`src/rtl/types_bus0_pkg.sv`:
```
// Shared bus0 segment types: master/slave totals and indices, the slave
// address map, arbiter state encoding and locally generated AXI responses.
package types_bus0_pkg;

  // Masters sharing the slave segment
  localparam int unsigned CFG_BUS0_XMST_CPU   = 0;
  localparam int unsigned CFG_BUS0_XMST_DMA   = 1;
  localparam int unsigned CFG_BUS0_XMST_TOTAL = 2;

  // Slaves on the segment
  localparam int unsigned CFG_BUS0_XSLV_BOOTROM = 0;
  localparam int unsigned CFG_BUS0_XSLV_CLINT   = 1;
  localparam int unsigned CFG_BUS0_XSLV_SRAM    = 2;
  localparam int unsigned CFG_BUS0_XSLV_PLIC    = 3;
  localparam int unsigned CFG_BUS0_XSLV_APB     = 4;
  localparam int unsigned CFG_BUS0_XSLV_DDR     = 5;
  localparam int unsigned CFG_BUS0_XSLV_PCIE    = 6;
  localparam int unsigned CFG_BUS0_XSLV_TOTAL   = 7;

  localparam int unsigned MAP_AW = 64;

  // Half-open window [addr_start, addr_end)
  typedef struct packed {
    logic [MAP_AW-1:0] addr_start;
    logic [MAP_AW-1:0] addr_end;
  } bus0_map_entry_t;

  localparam bus0_map_entry_t CFG_BUS0_MAP [CFG_BUS0_XSLV_TOTAL] = '{
    '{addr_start: 64'h0000_0000_0000_0000, addr_end: 64'h0000_0000_0001_0000},  // BOOTROM
    '{addr_start: 64'h0000_0000_0200_0000, addr_end: 64'h0000_0000_0201_0000},  // CLINT
    '{addr_start: 64'h0000_0000_0800_0000, addr_end: 64'h0000_0000_0810_0000},  // SRAM
    '{addr_start: 64'h0000_0000_0C00_0000, addr_end: 64'h0000_0000_1000_0000},  // PLIC
    '{addr_start: 64'h0000_0000_1000_0000, addr_end: 64'h0000_0000_1010_0000},  // APB
    '{addr_start: 64'h0000_0000_8000_0000, addr_end: 64'h0000_0000_C000_0000},  // DDR
    '{addr_start: 64'h0000_0001_0000_0000, addr_end: 64'h0000_0002_0000_0000}   // PCIE
  };

  typedef enum logic [1:0] {
    IDLE = 2'd0,
    ADDR = 2'd1,
    DATA = 2'd2,
    ERR  = 2'd3
  } bus0_arb_state_t;

  localparam logic [1:0] AXI_RESP_DECERR = 2'b11;
  localparam logic [1:0] AXI_RESP_SLVERR = 2'b10;

endpackage

```
`src/rtl/bus0_xslv_arbiter_if.sv`:
```
// Bus0 slave-segment arbiter interface.
// master modport: arbiter view (takes requests/slave handshakes, drives
// grants, slave address phase, response routing and local error beat).
// slave modport: environment view (masters + slaves around the arbiter).
interface bus0_xslv_arbiter_if
  import types_bus0_pkg::*;
#(
  parameter int unsigned ABITS = 48,
  parameter int unsigned NMST  = CFG_BUS0_XMST_TOTAL,
  parameter int unsigned NSLV  = CFG_BUS0_XSLV_TOTAL
);
  localparam int unsigned OW = (NMST > 1) ? $clog2(NMST) : 1;

  logic [NMST-1:0]       i_mst_req;
  logic [NMST*ABITS-1:0] i_mst_addr;
  logic [NMST-1:0]       o_mst_gnt;
  logic [OW-1:0]         o_owner;
  logic                  o_busy;
  logic                  o_slv_valid;
  logic [NSLV-1:0]       o_slv_sel;
  logic [ABITS-1:0]      o_slv_addr;
  logic                  i_slv_ready;
  logic                  i_resp_valid;
  logic                  i_resp_last;
  logic                  i_resp_ready;
  logic [NMST-1:0]       o_resp_route;
  logic                  o_err_valid;
  logic [1:0]            o_err_resp;
  logic                  o_slv_abort;

  modport master (
    input  i_mst_req, i_mst_addr, i_slv_ready, i_resp_valid, i_resp_last, i_resp_ready,
    output o_mst_gnt, o_owner, o_busy, o_slv_valid, o_slv_sel, o_slv_addr,
           o_resp_route, o_err_valid, o_err_resp, o_slv_abort
  );

  modport slave (
    output i_mst_req, i_mst_addr, i_slv_ready, i_resp_valid, i_resp_last, i_resp_ready,
    input  o_mst_gnt, o_owner, o_busy, o_slv_valid, o_slv_sel, o_slv_addr,
           o_resp_route, o_err_valid, o_err_resp, o_slv_abort
  );

endinterface

```
`src/rtl/bus0_addr_decoder.sv`:
```
// Combinational bus0 address decoder against CFG_BUS0_MAP.
// Ports: i_addr (address), o_sel (one-hot slave select), o_hit (mapped).
// Lowest slave index wins when windows overlap.
module bus0_addr_decoder
  import types_bus0_pkg::*;
#(
  parameter int unsigned ABITS = 48,
  parameter int unsigned NSLV  = CFG_BUS0_XSLV_TOTAL
) (
  input  logic [ABITS-1:0] i_addr,
  output logic [NSLV-1:0]  o_sel,
  output logic             o_hit
);

  // Scan high to low so the lowest matching index overwrites the rest
  always_comb begin
    o_sel = '0;
    o_hit = 1'b0;
    for (int s = int'(NSLV) - 1; s >= 0; s--) begin
      if ((i_addr >= ABITS'(CFG_BUS0_MAP[s].addr_start)) &&
          (i_addr <  ABITS'(CFG_BUS0_MAP[s].addr_end))) begin
        o_sel    = '0;
        o_sel[s] = 1'b1;
        o_hit    = 1'b1;
      end
    end
  end

endmodule

```
`src/rtl/bus0_xslv_arbiter.sv`:
```
// Round-robin arbiter + address decoder for the bus0 slave segment.
// Ports: i_clk/i_rst (async active-high reset); bus (master modport):
//   per-master req/addr in, one-hot grant pulse out, owner/busy status,
//   slave address phase (valid/sel/addr, ready in), response beat
//   handshake in, owner routing, local DECERR/SLVERR beat, abort pulse.
// One transaction in flight; ownership held until the last response beat.
module bus0_xslv_arbiter
  import types_bus0_pkg::*;
#(
  parameter int unsigned ABITS   = 48,
  parameter int unsigned TIMEOUT = 1024,
  parameter int unsigned NMST    = CFG_BUS0_XMST_TOTAL,
  parameter int unsigned NSLV    = CFG_BUS0_XSLV_TOTAL
) (
  input logic i_clk,
  input logic i_rst,
  bus0_xslv_arbiter_if.master bus
);

  localparam int unsigned OW       = (NMST > 1) ? $clog2(NMST) : 1;
  localparam int unsigned CW       = (TIMEOUT > 1) ? $clog2(TIMEOUT) : 1;
  localparam bit          WDOG_EN  = (TIMEOUT != 0);
  localparam logic [CW-1:0] CNT_LAST = WDOG_EN ? CW'(TIMEOUT - 1) : '0;

  bus0_arb_state_t  state_q, state_d;
  logic [OW-1:0]    ptr_q, ptr_d;
  logic [OW-1:0]    owner_q, owner_d;
  logic [ABITS-1:0] addr_q, addr_d;
  logic [NSLV-1:0]  sel_q, sel_d;
  logic [1:0]       resp_q, resp_d;
  logic [CW-1:0]    cnt_q, cnt_d;

  logic [OW-1:0]    winner;
  logic             any_req;
  logic [ABITS-1:0] winner_addr;
  logic [NSLV-1:0]  dec_sel;
  logic             dec_hit;
  logic             hs_addr;
  logic             hs_resp;
  logic             abort;

  // Round-robin pick: first requester after the last winner
  always_comb begin
    logic found;
    found   = 1'b0;
    winner  = ptr_q;
    any_req = |bus.i_mst_req;
    for (int unsigned i = 1; i <= NMST; i++) begin
      if (!found && bus.i_mst_req[(32'(ptr_q) + i) % NMST]) begin
        winner = OW'((32'(ptr_q) + i) % NMST);
        found  = 1'b1;
      end
    end
  end

  assign winner_addr = bus.i_mst_addr[32'(winner) * ABITS +: ABITS];

  bus0_addr_decoder #(
    .ABITS (ABITS),
    .NSLV  (NSLV)
  ) u_dec (
    .i_addr (winner_addr),
    .o_sel  (dec_sel),
    .o_hit  (dec_hit)
  );

  assign hs_addr = (state_q == ADDR) && bus.i_slv_ready;
  assign hs_resp = (state_q == DATA) && bus.i_resp_valid && bus.i_resp_ready;

  // Watchdog fires only if no handshake rescues the final cycle
  assign abort = WDOG_EN && ((state_q == ADDR) || (state_q == DATA)) &&
                 (cnt_q == CNT_LAST) && !hs_addr && !hs_resp;

  // State register
  always_ff @(posedge i_clk or posedge i_rst) begin
    if (i_rst) state_q <= IDLE;
    else       state_q <= state_d;
  end

  // Transaction context registers
  always_ff @(posedge i_clk or posedge i_rst) begin
    if (i_rst) begin
      ptr_q   <= OW'(NMST - 1);
      owner_q <= '0;
      addr_q  <= '0;
      sel_q   <= '0;
      resp_q  <= '0;
      cnt_q   <= '0;
    end else begin
      ptr_q   <= ptr_d;
      owner_q <= owner_d;
      addr_q  <= addr_d;
      sel_q   <= sel_d;
      resp_q  <= resp_d;
      cnt_q   <= cnt_d;
    end
  end

  // Next-state and context update
  always_comb begin
    state_d = state_q;
    ptr_d   = ptr_q;
    owner_d = owner_q;
    addr_d  = addr_q;
    sel_d   = sel_q;
    resp_d  = resp_q;
    cnt_d   = cnt_q;

    unique case (state_q)
      IDLE: begin
        if (any_req) begin
          ptr_d   = winner;
          owner_d = winner;
          addr_d  = winner_addr;
          sel_d   = dec_sel;
          cnt_d   = '0;
          if (dec_hit) begin
            state_d = ADDR;
          end else begin
            state_d = ERR;
            resp_d  = AXI_RESP_DECERR;
          end
        end
      end
      ADDR: begin
        if (abort) begin
          state_d = ERR;
          resp_d  = AXI_RESP_SLVERR;
        end else if (hs_addr) begin
          state_d = DATA;
          cnt_d   = '0;
        end else if (WDOG_EN) begin
          cnt_d = cnt_q + CW'(1);
        end
      end
      DATA: begin
        if (abort) begin
          state_d = ERR;
          resp_d  = AXI_RESP_SLVERR;
        end else if (hs_resp) begin
          cnt_d = '0;
          if (bus.i_resp_last) state_d = IDLE;
        end else if (WDOG_EN) begin
          cnt_d = cnt_q + CW'(1);
        end
      end
      ERR: begin
        // Local error beat is single and implicitly last
        if (bus.i_resp_ready) state_d = IDLE;
      end
      default: state_d = IDLE;
    endcase
  end

  // FSM outputs; grant is gated by reset so nothing is offered while held
  always_comb begin
    bus.o_mst_gnt    = '0;
    bus.o_resp_route = '0;
    bus.o_busy       = (state_q != IDLE);
    bus.o_slv_valid  = (state_q == ADDR);
    bus.o_err_valid  = (state_q == ERR);
    bus.o_slv_abort  = abort;
    if ((state_q == IDLE) && any_req && !i_rst) bus.o_mst_gnt[winner] = 1'b1;
    if ((state_q == DATA) || (state_q == ERR))  bus.o_resp_route[owner_q] = 1'b1;
  end

  assign bus.o_owner    = owner_q;
  assign bus.o_slv_sel  = sel_q;
  assign bus.o_slv_addr = addr_q;
  assign bus.o_err_resp = resp_q;

endmodule
```
`src/flat_wrapper.sv`:
```
// flat-port wrapper written by rule: the top's interface ports become plain ports
module bus0_xslv_arbiter_flat import types_bus0_pkg::*;
#(
  parameter int unsigned ABITS   = 48,
  parameter int unsigned TIMEOUT = 1024,
  parameter int unsigned NMST    = CFG_BUS0_XMST_TOTAL,
  parameter int unsigned NSLV    = CFG_BUS0_XSLV_TOTAL
)
  (i_clk, i_rst, bus_i_mst_req, bus_i_mst_addr, bus_i_slv_ready, bus_i_resp_valid, bus_i_resp_last, bus_i_resp_ready, bus_o_mst_gnt, bus_o_owner, bus_o_busy, bus_o_slv_valid, bus_o_slv_sel, bus_o_slv_addr, bus_o_resp_route, bus_o_err_valid, bus_o_err_resp, bus_o_slv_abort);
  bus0_xslv_arbiter_if #(.ABITS(ABITS), .NMST(NMST), .NSLV(NSLV)) bus_i ();
  input logic i_clk;
  input logic i_rst;
  input wire logic [$bits(bus_i.i_mst_req)-1:0] bus_i_mst_req;
  input wire logic [$bits(bus_i.i_mst_addr)-1:0] bus_i_mst_addr;
  input wire logic [$bits(bus_i.i_slv_ready)-1:0] bus_i_slv_ready;
  input wire logic [$bits(bus_i.i_resp_valid)-1:0] bus_i_resp_valid;
  input wire logic [$bits(bus_i.i_resp_last)-1:0] bus_i_resp_last;
  input wire logic [$bits(bus_i.i_resp_ready)-1:0] bus_i_resp_ready;
  output wire logic [$bits(bus_i.o_mst_gnt)-1:0] bus_o_mst_gnt;
  output wire logic [$bits(bus_i.o_owner)-1:0] bus_o_owner;
  output wire logic [$bits(bus_i.o_busy)-1:0] bus_o_busy;
  output wire logic [$bits(bus_i.o_slv_valid)-1:0] bus_o_slv_valid;
  output wire logic [$bits(bus_i.o_slv_sel)-1:0] bus_o_slv_sel;
  output wire logic [$bits(bus_i.o_slv_addr)-1:0] bus_o_slv_addr;
  output wire logic [$bits(bus_i.o_resp_route)-1:0] bus_o_resp_route;
  output wire logic [$bits(bus_i.o_err_valid)-1:0] bus_o_err_valid;
  output wire logic [$bits(bus_i.o_err_resp)-1:0] bus_o_err_resp;
  output wire logic [$bits(bus_i.o_slv_abort)-1:0] bus_o_slv_abort;
  assign bus_i.i_mst_req = bus_i_mst_req;
  assign bus_i.i_mst_addr = bus_i_mst_addr;
  assign bus_i.i_slv_ready = bus_i_slv_ready;
  assign bus_i.i_resp_valid = bus_i_resp_valid;
  assign bus_i.i_resp_last = bus_i_resp_last;
  assign bus_i.i_resp_ready = bus_i_resp_ready;
  assign bus_o_mst_gnt = bus_i.o_mst_gnt;
  assign bus_o_owner = bus_i.o_owner;
  assign bus_o_busy = bus_i.o_busy;
  assign bus_o_slv_valid = bus_i.o_slv_valid;
  assign bus_o_slv_sel = bus_i.o_slv_sel;
  assign bus_o_slv_addr = bus_i.o_slv_addr;
  assign bus_o_resp_route = bus_i.o_resp_route;
  assign bus_o_err_valid = bus_i.o_err_valid;
  assign bus_o_err_resp = bus_i.o_err_resp;
  assign bus_o_slv_abort = bus_i.o_slv_abort;
  bus0_xslv_arbiter #(.ABITS(ABITS), .TIMEOUT(TIMEOUT), .NMST(NMST), .NSLV(NSLV)) u_core (.i_clk(i_clk), .i_rst(i_rst), .bus(bus_i));
endmodule
```
`config.mk`:
```
export PLATFORM = sky130hd
export DESIGN_NAME = bus0_xslv_arbiter_flat
export DESIGN_NICKNAME = d
export VERILOG_FILES = /design/src/rtl/types_bus0_pkg.sv /design/src/rtl/bus0_xslv_arbiter_if.sv /design/src/rtl/bus0_addr_decoder.sv /design/src/rtl/bus0_xslv_arbiter.sv /design/src/flat_wrapper.sv
export SDC_FILE = /design/constraint.sdc
export NUM_CORES = 1
export LEC_CHECK = 0
export CAP_MARGIN = 20
export CORE_UTILIZATION = 43
export CTS_CLUSTER_SIZE = 24
export DETAILED_ROUTE_END_ITERATION = 10
export PLACE_DENSITY_LB_ADDON = 0.2
export SYNTH_ARGS = -nofsm -noshare
export SYNTH_HDL_FRONTEND = slang
export SYNTH_SLANG_ARGS = --single-unit
```
`constraint.sdc`:
```
create_clock -name i_clk -period 2.6 [get_ports i_clk]
set_clock_uncertainty 0.05 [all_clocks]
set_input_delay 0.26 -clock i_clk [delete_from_list [all_inputs] [get_ports i_clk]]
set_output_delay 0.26 -clock i_clk [all_outputs]
set_load 0.01 [all_outputs]
```
Word level (Yosys, flattened, before mapping)
Cells that the tools add are included.

Output and inout bits: 66. Input port bits: 104. Register bits after elaboration: 71. Word-level logic and storage cells: 125.

Multiplexer cells: 46. Shift operators: 1. $lt $le $gt $ge: 20. $add $sub $neg: 3. Multipliers: 1. Equality and inequality tests: 13. Reduce and logical (&&, ||, !) cells: 34.

Operators by type and width (number): greater-or-equal comparator 48 x 28 -> 1 bit (second input constant) (2); less-than comparator 48 x 29 -> 1 bit (second input constant) (2); indexed part select 96 x 8 -> 48 bit (1); 2-to-1 mux 10 bit (5); 2-to-1 mux 7 bit (7); greater-or-equal comparator 48 x 1 -> 1 bit (second input constant) (1); greater-or-equal comparator 48 x 26 -> 1 bit (second input constant) (1); greater-or-equal comparator 48 x 29 -> 1 bit (second input constant) (1); greater-or-equal comparator 48 x 32 -> 1 bit (second input constant) (1); greater-or-equal comparator 48 x 33 -> 1 bit (second input constant) (1); less-than comparator 48 x 17 -> 1 bit (second input constant) (1); less-than comparator 48 x 26 -> 1 bit (second input constant) (1); less-than comparator 48 x 28 -> 1 bit (second input constant) (1); less-than comparator 48 x 32 -> 1 bit (second input constant) (1); less-than comparator 48 x 34 -> 1 bit (second input constant) (1); one-hot mux 10 bit (3 select lines) (1); 2-to-1 mux 2 bit (13); logical AND 1 bit (18); 2-to-1 mux 1 bit (16); adder 10 x 1 -> 10 bit (second input constant) (1); == test 10 bit (second input constant) (1); less-than comparator 1 x 2 -> 1 bit (second input constant) (4); inequality test 2 bit (second input constant) (4); one-hot mux 2 bit (4 select lines) (1); 20 further kinds (32).

Logic depth before layout (Yosys ltp)
Gate-level depths: netlist (run 1).

Depth after elaboration: 21. Depth in mapped cells: 9. Depth with buffers taken out: 8.

By module
A second synthesis (run 1) with hierarchy kept.

Cell total of the unflattened synthesis: 322. Area, all modules: 3867.5 µm².

By module, submodules not included: bus0_xslv_arbiter (seq. area each 1778.0 µm², area an instance 3603.5 µm², times used 1, cells each 286); bus0_addr_decoder (seq. area each 0.0 µm², area an instance 264.0 µm², times used 1, cells each 36).

Worst setup path after synthesis (run 1)
No wires, ideal clock.

Path kind: register -> register. Start point: reg u_core.state_q[0]. End point: reg u_core.state_q[1]. Clock period less this slack: 2.211 ns. Path buffers: 0. Path slack: 0.389 ns. Data required time: 2.462 ns. Setup time: 0.088 ns. Stages on the path, launching flop included: 9. Arrival: 2.072 ns. Cell sequence: dfrtp_1 > inv_1 > ha_1 > and3_1 > nand3_1 > nor2_1 > o221a_2 > mux2_2 > a41oi_1.

Word-level cells in the longest chain between the ends: 7. Elaborated cells on any way between the ends: 22. Classes of those cells: eq/ne (8); mux (3); reduce/logical (11).

RTL lines: start: declaration (RTL line bus0_xslv_arbiter.sv:25) `bus0_arb_state_t state_q, state_d;`; start signal: assignment (RTL line bus0_xslv_arbiter.sv:77) `else state_q <= state_d;`; == test 2 x 1 -> 1 bit / == test 2 bit (equally long branches) (RTL line bus0_xslv_arbiter.sv:67, bus0_xslv_arbiter.sv:71, bus0_xslv_arbiter.sv:68); logical OR 1 bit, or another cell as far along (RTL line bus0_xslv_arbiter.sv:71) `assign abort = WDOG_EN && ((state_q == ADDR) || (state_q == DATA)) &&`; logical AND 1 bit, or another cell as far along (RTL line bus0_xslv_arbiter.sv:71); logical AND 1 bit / logical NOT 1 bit (equally long branches) (RTL line bus0_xslv_arbiter.sv:72) `(cnt_q == CNT_LAST) && !hs_addr && !hs_resp;`; logical AND 1 bit * (RTL line bus0_xslv_arbiter.sv:72); net bus_o_slv_abort (RTL line flat_wrapper.sv:28) `output wire logic [$bits(bus_i.o_slv_abort)-1:0] bus_o_slv_abort;`; inequality test 3 x 2 -> 1 bit (no source line), or another cell as far along; AND reduction 5 bit (no source line) / one-hot mux 2 bit (4 select lines) (equally long branches).

Mark *: on every way through the listed nets, which the timed path passes. The rest lies on a longest branch. A chain may end at the register's enable or synchronous reset.

Worst setup path in the final report (run 1)
Start point: reg u_core.ptr_q. End point: out bus_o_mst_gnt[0].

Word-level cells in the longest chain between the ends: 12. Elaborated cells on any way between the ends: 17. Classes of those cells: add/sub (2); order compare (2); mux (10); reduce/logical (3).

RTL lines: start: declaration (RTL line bus0_xslv_arbiter.sv:26) `logic [OW-1:0] ptr_q, ptr_d;`; start signal: assignment (RTL line bus0_xslv_arbiter.sv:83) `ptr_q <= OW'(NMST - 1);`; start signal: assignment (RTL line bus0_xslv_arbiter.sv:90) `ptr_q <= ptr_d;`; adder 1 bit (RTL line bus0_xslv_arbiter.sv:49, bus0_xslv_arbiter.sv:50); 2-to-1 mux 1 bit (implied by the code) (2 in a row) (RTL line bus0_xslv_arbiter.sv:49) `if (!found && bus.i_mst_req[(32'(ptr_q) + i) % NMST]) begin`; 2-to-1 mux 1 bit (RTL line bus0_xslv_arbiter.sv:49); logical NOT 1 bit (RTL line bus0_xslv_arbiter.sv:49); logical AND 1 bit (RTL line bus0_xslv_arbiter.sv:49); 2-to-1 mux 1 bit * (RTL line bus0_xslv_arbiter.sv:49); less-than comparator 1 x 2 -> 1 bit (implied by the code) / greater-or-equal comparator 1 bit (equally long branches) (RTL line bus0_xslv_arbiter.sv:163) `if ((state_q == IDLE) && any_req && !i_rst) bus.o_mst_gnt[winner] = 1'b1;`; logical AND 1 bit (implied by the code) (RTL line bus0_xslv_arbiter.sv:163); 2-to-1 mux 1 bit (implied by the code) (RTL line bus0_xslv_arbiter.sv:163); demux 1 bit (select 1 bit) *; 2-to-1 mux 2 bit * (RTL line bus0_xslv_arbiter.sv:163); end: declaration (RTL line flat_wrapper.sv:19) `output wire logic [$bits(bus_i.o_mst_gnt)-1:0] bus_o_mst_gnt;`.

Mark *: on every way between the ends. The rest lies on a longest branch, timed or not. The select of a mux whose other input is x is not followed.

==> results of run 1 <==
-- kinds of logic after synthesis --
family / count (synthesis) / share of synthesized area [%]
and+or+nand+nor: 144 / 18.81
adders and majority gates: 6 / 1.923
xor gates and xnor gates: 2 / 0.4488
AOI/OAI and AO/OA: 107 / 16.54
DFF: 71 / 45.54
muxes: 50 / 13.17
buffers and inverters: 34 / 3.558
-- layout by cell type (no fill, tap or decap), types with 2 or more instances in the layout --
cell	count
nand4_1	4
and4b_1	2
clkdlybuf4s50_1	168
nor2b_1	4
nor4b_1	2
and3_1	5
and2_1	3
o21ai_1	4
nor4_1	3
a21o_1	2
inv_1	12
o31ai_1	8
nor2_1	21
a41oi_1	2
a31oi_1	5
nand2b_1	3
or4_1	2
xnor2_1	2
dfrtp_1	70
nor3_1	8
ha_1	6
nand2_1	63
mux2i_1	48
bufinv_16	3
a21oi_1	8
nor4bb_1	2
nand3_1	8
buf_4	15
a22o_1	3
nor4_2	6
clkbuf_8	12
o21ai_0	62
-- worst max-delay path by stage --
stage | start | endpoint | slack (ns) | depth (start not counted)
6_report | u_core.ptr_q$_DFFE_PP1P_ | bus_o_mst_gnt[0] | 0.21 | 5
5_1_grt | u_core.ptr_q$_DFFE_PP1P_ | bus_o_mst_gnt[1] | 0.09 | 5
4_1_cts | u_core.state_q[0]$_DFFE_PP0P_ | bus_o_slv_abort | 0.01 | 6
3_5_place_dp | bus_i_mst_req[1] | u_core.bus.o_slv_sel[4]$_DFFE_PP0P_ | 0.11 | 7
3_3_place_gp | bus_i_mst_req[1] | u_core.bus.o_slv_sel[4]$_DFFE_PP0P_ | 0.18 | 7
2_1_floorplan | u_core.state_q[0]$_DFFE_PP0P_ | u_core.state_q[1]$_DFFE_PP0P_ | 0.39 | 8
-- layout make-up --
cell class / instances / area (um^2)
Timing Repair Buffer: 185 / 1827
Sequential cell: 71 / 1778
Clock buffer: 12 / 165.2
Inverter: 13 / 48.80
Multi-Input combinational cell: 309 / 2011
Tap cell: 108 / 135.1
Clock inverter: 4 / 98.84
Fill cell: 706 / 2700
-- flip-flops by register name (all words and copies together) (netlist names) --
signal,flops
u_core.bus.o_err_resp,2
u_core.bus.o_slv_addr,48
u_core.cnt_q,10
u_core.state_q,2
u_core.ptr_q,1
u_core.bus.o_owner,1
u_core.bus.o_slv_sel,7
-- worst reg2reg max path, cell delays in order (launching register included) --
cell and delay (ns):
dfrtp_1 0.42, ha_1 0.21, and3_1 0.24, nand4_1 0.22, buf_4 0.22, o311ai_2 0.34, buf_4 0.25, nor2_1 0.06
mux2i_1 0.13, o21ai_0 0.09
-- Yosys cell counts (all sizes together), types with 3 or more instances --
| cell type | instances | share of area [%] |
|---|---|---|
| mux2i | 49 | 13 |
| buf | 8 | 1.0 |
| a31oi | 5 | 0.80 |
| ha | 6 | 1.9 |
| inv | 13 | 1.3 |
| nand3 | 8 | 1.0 |
| nand2b | 3 | 0.48 |
| dfrtp | 70 | 45 |
| nand2 | 65 | 6.4 |
| a22o | 3 | 0.67 |
| nand4 | 4 | 0.64 |
| nor3 | 8 | 1.0 |
| o21ai | 67 | 8.6 |
| and3 | 5 | 0.80 |
| and2 | 3 | 0.48 |
| nor2b | 4 | 0.64 |
| nor4 | 9 | 2.4 |
| nor2 | 22 | 2.1 |
| clkbuf | 13 | 1.3 |
| a21oi | 8 | 1.0 |
| o31ai | 8 | 1.5 |
-- stage by stage --
stage	setup WS [ns]	cells	hold slack (ns)	instance area (um^2)	power, W
2_1_floorplan	0.3891	414	0.4022	3904	0.003243
3_3_place_gp	0.1794	682	0.4104	5759	0.004554
3_5_place_dp	0.1129	682	0.4194	5759	0.004637
4_1_cts	0.01483	699	0.2371	6038	0.005784
5_1_grt	0.08944	702	0.2522	6063	0.006152
6_report	0.2115	702	0.2299	6063	0.005761
-- what timing repair did --
item	in CTS	in global routing
buffers inserted	1	3
endpoints found under the setup margin	1	1
gates cloned	0	0
hold endpoints to repair	0	0
gates resized for setup	2	1
pin swaps	1	1
-- report_power, final --
group	internal [W]	switching (W)	total [W]
clock network	0.000720	0.000420	0.00114
registers	0.00152	0.000226	0.00175
logic	0.00145	0.00142	0.00287
total	0.00370	0.00206	0.00576
-- per-layer routing --
layer  track usage, %  vias up
met5                0        -
met4            7.579        0
met3            5.612       19
met2            41.33      131
met1            29.24     1762
li1                 -     1842
==> summary.md, run 1 <==
| Metric | Value |
|---|---|
| Initial DRC Count | 127 |
| Hold-fix buffers at CTS | 0 |
| ANT nets after route | 0 |
| Core Region | 0.008763 mm^2 |
| Global-route wire length before repair | 18.22 mm |
| Fin nets | 699 |
| Die W | 97.28 um |
| Period minus WS final | 2.388 ns |
| Syn Inst Count | 414 |
| DIE AREA | 0.009463 mm^2 |
| Final period util | 91.87% |
| Worst-Skew Late Latency | 0.34 ns |
| Clock sink total | 71 |
| Least-Margin Pin Slew | 0.6634 ns |
| Prevailing post-synth register cell | dfrtp_1 |
| Syn avg cell area | 9.429 um^2 |
| Max Root-Sink Buffers | 2 |
| DRT Pass-1 Iters | 4 |
| CP Class | reg2out |
| CTS H-tree lvls | 3 |
| Routed WL | 11.04 mm |
| Wire length on met1 | 4.625 mm |
| Gr ovfl total | 0 |
| Yosys cell types | 52 |
| Mapped Area | 0.003904 mm^2 |
| Share of cells above drive strength 1 | 8.418% |
| Die height | 97.28 um |
| Syn_nets | 524 |
| Register area share after synthesis | 45.54% |
| I/O pin cnt | 170 |
| Routed vias/inst | 5.348 |
| Status | completed |
| WP buf/inv | 2 |
| Top layer reached by signal wires | met4 |
| Initial antenna violation count | 0 |
| Reg-to-reg critical path startpoint | u_core.cnt_q[0]$_DFFE_PP0P_ |
| Number of global-route vias before repair | 3818 |
| Hold Violations, Final | 0 |
| RSZ-0062 raised after global routing | no |
| WP data arrival | 2.08 ns |
| Crit-path cells | and2_1 > nor2_1 > buf_4 > nor3_1 > clkdlybuf4s50_1 |
| Yosys warning total | 0 |
| Root buf cell | clkbuf_8 |
| Required @ worst endpoint | 2.29 ns |
| R2R depth | 9 |
| Final Setup Violations | 0 |
| Worst R2R End | u_core.cnt_q[9]$_DFFE_PP0P_ |
| Reg2Reg Setup Slack | 0.25 ns |
| Pwr dens | 950.2 mW/mm^2 |
| Worst slew margin | 55.77% |
| Top Family by Delay on Critical Path | buffers and inverters |
| Critical Path Max Stage Delay | 0.57 ns |
| Reg clk slew, reported paths | 0.08 ns |
| Max IR drop VDD | 0.4731 mV |
| MaxCap Viol Count | 0 |
| Fin. max-slew vios | 0 |
| Hold WC Path Type | in2async |
| Final TNS setup | 0 ns |
| CP Max Fanout | 10 |
| Post-synth EDFFs | 0 |
| DRC viols | 0 |
| Routed wire length on met2 | 5.466 mm |
| CTS tree | done |
| Hpwl dp | 8.475 mm |
| Total number of vias | 3754 |
| Largest net degree at the start of global routing | 81 |
| CP Launch Type | flip-flop |
| WL met3 | 733 um |
| Initial Util | 44.55% |
| # port buffers | 169 |
| Leak Pwr | 2.603 nW |
| Rows | 34 |
| GRT Util Overall | 23.81% |
| Ant. Diodes | 0 |
| WL/cell | 15.72 um |
| Slowest cell on crit path | clkdlybuf4s50_1 |
| Ys async rst share | 100.0% |
| GP Congestion | 0.9001 |
| Worst setup EP type | primary output |
| Max Fclk | 418.7 MHz |
| Final core occ | 69.19% |
| CTS buffer count | 9 |
| Yosys reg bits | 71 |
| Area delta synth->final | 55.32% |
No activity file was read; power rests on OpenSTA's default activity.
==> inputs of run 2 (changes only) <==
Settings changed: PLACE_DENSITY set to 0.82, PLACE_DENSITY_LB_ADDON 0.2 to unset.
==> summary.md, run 2 (synthesized netlist as in run 1, its figures left out) <==
| Metric | Value |
|---|---|
| Critical Path Source | bus_i_mst_req[1] |
| Placed Cells | 682 |
| MaxCap Viol Count | 0 |
| End of the critical path | bus_o_mst_gnt[1] |
| Root buf cell | clkbuf_8 |
| Fin nets | 695 |
| CTS tree | done |
| Worst-Skew Late Latency | 0.35 ns |
| # port buffers | 169 |
| DIE AREA | 0.009463 mm^2 |
| CTS buffer count | 9 |
| Gr ovfl total | 0 |
| Commonest cells after routing, fill and taps aside | clkdlybuf4s50_1, dfrtp_1, nand2_1 |
| Commonest non-fill, non-tap cell in the layout | clkdlybuf4s50_1 |
| Final Setup Violations | 0 |
| Final worst slack | 0.1540 ns |
| DRT Pass-1 Iters | 4 |
| Ant. Diodes | 0 |
| Final std cells w/o fill | 697 |
| WL/cell | 15.73 um |
| Max Root-Sink Buffers | 2 |
| R2R depth | 6 |
| Number of global-route vias before repair | 3847 |
| Period minus WS final | 2.446 ns |
| ANT nets after route | 0 |
| Critical Path Max Stage Delay | 0.50 ns |
| GRT Util Overall | 23.60% |
| Postcts setup bufs | 0 |
| Hold Slack | 0.2576 ns |
| DRC viols | 0 |
| Required @ worst endpoint | 2.29 ns |
| Hold Violations, Final | 0 |
| Largest net degree at the start of global routing | 89 |
| Crit-path cells | clkdlybuf4s50_1 > or2_2 > nand2_4 > buf_4 > nor3_2 > clkdlybuf4s50_1 |
| DP Area | 0.005784 mm^2 |
| Max Fclk | 408.8 MHz |
| CP Launch Type | primary input |
| Hold WC Path Type | in2async |
| WP data arrival | 2.14 ns |
| Initial antenna violation count | 0 |
| Slowest cell on crit path | clkdlybuf4s50_1 |
| Crit-path most repeated cell | clkdlybuf4s50_1 |
| Fillers | 686 |
| Rows | 34 |
| CP Max Fanout | 17 |
| Global-route wire length before repair | 18.08 mm |
| Routed vias/inst | 5.396 |
| Hpwl dp | 8.504 mm |
| WP buf/inv | 3 |
| Worst setup EP type | primary output |
| Core Region | 0.008763 mm^2 |
| Worst R2R End | u_core.bus.o_slv_sel[4]$_DFFE_PP0P_ |
| Final TNS setup | 0 ns |
| RSZ-0062 raised after global routing | no |
| Hold-fix buffers at CTS | 0 |
| Least-Margin Pin Slew | 0.4445 ns |
| Area delta synth->final | 53.46% |
| Initial Util | 44.55% |
| Final period util | 94.08% |
| Pwr dens | 922.8 mW/mm^2 |
| Reg-to-reg critical path startpoint | u_core.ptr_q$_DFFE_PP1P_ |
| Status | completed |
| Leak Pwr | 2.566 nW |
| Max IR drop VDD | 0.4475 mV |
| Critical Path Stages | 6 |
| Top Family by Delay on Critical Path | buffers and inverters |
| Total number of vias | 3761 |
| Clock sink total | 71 |
| Share of cells above drive strength 1 | 7.810% |
| Fin area | 0.005991 mm^2 |
| Max reg flops | 48 |
| Reg2Reg Setup Slack | 0.39 ns |
| Pre-CTS worst setup slack | 0.08691 ns |
| I/O pin cnt | 170 |
| GP Congestion | 0.8938 |
| CTS H-tree lvls | 3 |
| Die W | 97.28 um |
| Worst slew margin | 70.25% |
| Routed WL | 10.97 mm |
| Reg clk slew, reported paths | 0.08 ns |
| Initial DRC Count | 165 |
| CP Class | in2out |
| Fin. max-slew vios | 0 |
| Die height | 97.28 um |
-- run 2: cell types whose count changed in the layout (fill, tap and decap cells not counted), sizes merged --
cell / previous run / this run
inv: 14 / 13
buf: 16 / 12
clkbuf: 12 / 11
bufinv: 3 / 1
clkinv: 0 / 3
-- run 2: what timing repair did --
action	in CTS	in global routing
gates resized for setup	0	3
endpoints found under the hold margin	0	0
endpoints found under the setup margin	0	2
-- run 2: through the flow --
stage / power [W] / utilization [%]
finish: 0.005528 / 68.36
global route: 0.005926 / 68.36
CTS: 0.005573 / 68.25
detailed placement: 0.004661 / 66.01
global placement: 0.004572 / 66.01
floorplan: 0.003243 / -
-- run 2: power breakdown --
| group | internal [W] | switching (W) | leakage (nW) |
|---|---|---|---|
| clock network | 0.000486 | 0.000414 | 0.105 |
| registers | 0.00153 | 0.000237 | 0.898 |
| logic | 0.00147 | 0.00140 | 1.56 |
-- run 2: worst reg2reg max path, stage by stage, from the launching register on --
cell      delay [ns]
dfstp_2         0.56
and2_1          0.21
nor2_1          0.14
o41ai_2         0.34
nand2b_1        0.15
a2111o_1        0.41
o31ai_1         0.25
-- run 2: final cells by class --
cell class	instances	area [um^2]	area share (%)
well taps	108	135.1	2.256
clock inverters	4	45.04	0.7519
flip-flops and latches	71	1778	29.68
inverters	13	48.80	0.8145
multi-input cells	309	2011	33.56
clock buffers	11	151.4	2.527
repair buffers	181	1822	30.41
-- run 2: how the worst min path moves through the flow --
stage	startpoint	cells past startpoint	end	slack [ns]
finish	i_rst	2	u_core.bus.o_slv_addr[29]$_DFFE_PP0P_	0.26
global route	i_rst	2	u_core.bus.o_slv_addr[24]$_DFFE_PP0P_	0.29
CTS	i_rst	2	u_core.bus.o_slv_addr[29]$_DFFE_PP0P_	0.22
detailed placement	u_core.bus.o_slv_addr[37]$_DFFE_PP0P_	2	u_core.bus.o_slv_addr[37]$_DFFE_PP0P_	0.42
global placement	u_core.bus.o_slv_addr[1]$_DFFE_PP0P_	2	u_core.bus.o_slv_addr[1]$_DFFE_PP0P_	0.41
floorplan	u_core.cnt_q[3]$_DFFE_PP0P_	1	u_core.cnt_q[3]$_DFFE_PP0P_	0.40
-- run 2: metal layers --
metal | up-vias | routed length [um] | global-route usage, %
li1 | 1837 | - | -
met4 | 0 | 186 | 7.919
met2 | 139 | 5543 | 41.87
met3 | 16 | 607 | 5.252
met5 | - | 0 | 0
met1 | 1769 | 4629 | 28.24
==> inputs of run 3 (changes only) <==
Settings changed: CORE_MARGIN set to 4, GPL_TIMING_DRIVEN set to 0, SLEW_MARGIN set to 40.
==> summary.md, run 3 (synthesized netlist as in run 1, its figures left out) <==
| Metric | Value |
|---|---|
| Max reg flops | 48 |
| Hpwl dp | 9.821 mm |
| Fin nets | 708 |
| Hold Violations, Final | 0 |
| Routed WL | 12.46 mm |
| Worst setup EP type | primary output |
| Gr ovfl total | 0 |
| Total number of vias | 3942 |
| GP Congestion | 0.8427 |
| Root buf cell | clkbuf_8 |
| DP Area | 0.005756 mm^2 |
| DRT Pass-1 Iters | 4 |
| # port buffers | 169 |
| Status | completed |
| Pre-CTS worst setup slack | -0.2320 ns |
| GRT Util Overall | 24.07% |
| Clock sink total | 71 |
| Required @ worst endpoint | 2.29 ns |
| Commonest cells after routing, fill and taps aside | clkdlybuf4s50_1, dfrtp_1, nand2_1 |
| Fin. max-slew vios | 0 |
| Die W | 103.3 um |
| Area occupied by multi-input gates | 0.001997 mm^2 |
| Rows | 34 |
| Max IR drop VDD | 0.5483 mV |
| Commonest non-fill, non-tap cell in the layout | clkdlybuf4s50_1 |
| I/O pin cnt | 170 |
| Fin area | 0.005993 mm^2 |
| Core Region | 0.008763 mm^2 |
| Max Root-Sink Buffers | 2 |
| CTS tree | done |
| CP Launch Type | primary input |
| MaxCap Viol Count | 0 |
| Worst slew margin | 56.31% |
| Total power | 0.005616 W |
| Initial Util | 44.55% |
| Area delta synth->final | 53.53% |
| Final period util | 95.19% |
| RSZ-0062 raised after global routing | no |
| WP data arrival | 2.17 ns |
| Initial antenna violation count | 0 |
| Register Area | 0.001778 mm^2 |
| Leak Pwr | 2.562 nW |
| Period minus WS final | 2.475 ns |
| WL/cell | 17.52 um |
| Max Fclk | 404.0 MHz |
| CP Class | in2out |
| Ant. Diodes | 0 |
| Least-Margin Pin Slew | 0.6510 ns |
| Fillers | 703 |
| CTS H-tree lvls | 3 |
| CTS buffer count | 9 |
| Worst-Skew Late Latency | 0.35 ns |
| ANT nets after route | 0 |
| Initial DRC Count | 158 |
| Final Setup Violations | 0 |
| Final worst slack | 0.1250 ns |
| Die height | 103.3 um |
| Pwr dens | 937.0 mW/mm^2 |
| Largest net degree at the start of global routing | 42 |
| Global-route wire length before repair | 20.02 mm |
| Share of cells above drive strength 1 | 8.126% |
| Hold WC Path Type | in2async |
| Routed vias/inst | 5.544 |
| Reg clk slew, reported paths | 0.08 ns |
| Number of global-route vias before repair | 4197 |
| CP Max Fanout | 10 |
| DIE AREA | 0.01067 mm^2 |
| DRC viols | 0 |
run 3: cell types whose count changed in the layout (fill, tap and decap cells not counted), sizes merged:
cell           change
clkbuf            +12
clkinvlp           +3
clkdlybuf4s50      -2
clkinv             -2
dlygate4sd2        +2
inv                +1
run 3: where the power goes:
group	leakage [nW]	total (W)	switching, W	internal (W)
Combinational	1.57	0.00294	0.00149	0.00146
Sequential	0.898	0.00177	0.000243	0.00152
Clock	0.0891	0.000903	0.000455	0.000449
Total	2.56	0.00562	0.00219	0.00343
run 3: path summary, 6_finish.rpt:
kind	slack (ns)	endpoint	start	cells past startpoint
min in group i_clk	0.43	u_core.bus.o_slv_addr[6]$_DFFE_PP0P_	u_core.bus.o_slv_addr[6]$_DFFE_PP0P_	2
worst max register to register	0.30	u_core.cnt_q[5]$_DFFE_PP0P_	u_core.state_q[1]$_DFFE_PP0P_	9
worst min-delay path	0.26	u_core.bus.o_slv_addr[29]$_DFFE_PP0P_	i_rst	2
max in group asynchronous	1.67	u_core.ptr_q$_DFFE_PP1P_	i_rst	3
worst max-delay path	0.12	bus_o_mst_gnt[1]	bus_i_mst_req[1]	7
worst min register to register	0.43	u_core.bus.o_slv_addr[6]$_DFFE_PP0P_	u_core.bus.o_slv_addr[6]$_DFFE_PP0P_	2
run 3: worst max-delay path, stage by stage:
cell,delay (ns)
clkdlybuf4s50_1,0.47
or2_2,0.38
nand2_2,0.17
buf_2,0.24
buf_2,0.28
nor3_1,0.07
dlygate4sd2_1,0.29
run 3: final cells by class:
type	instances	area share (%)
inverters	13	0.8977
repair buffers	173	28.94
multi-input cells	309	33.32
well taps	108	2.255
flip-flops and latches	71	29.67
plain buffers	21	1.628
clock buffers	10	2.129
clock inverters	6	1.169
run 3: metrics by stage:
stage,util [%],hold WS [ns],setup TNS [ns],cells
finish,68.39,0.2582,0,711
global route,68.39,0.2940,0,711
CTS,68.10,0.2598,0,708
detailed placement,65.68,0.4191,-0.4993,692
global placement,65.39,0.4104,-52.84,691
floorplan,-,0.4022,0,414
run 3: what timing repair did:
item / 4_1_cts / 5_1_grt
setup endpoints to repair: 3 / 3
hold buffers: 0 / 0
pin swaps: 0 / 2
buffers inserted: 0 / 3
resized for setup: 9 / 2
run 3: metal layers:
layer  share of wire, %  vias to the layer above  wire length (um)  track usage (%)
met5                  0                        -                 0                0
met2                 50                      150              6242            42.72
met1                 40                     1900              4998            28.20
li1                   -                     1868                 -                -
met3                7.3                       24               909            5.835
met4                2.5                        0               308            8.865
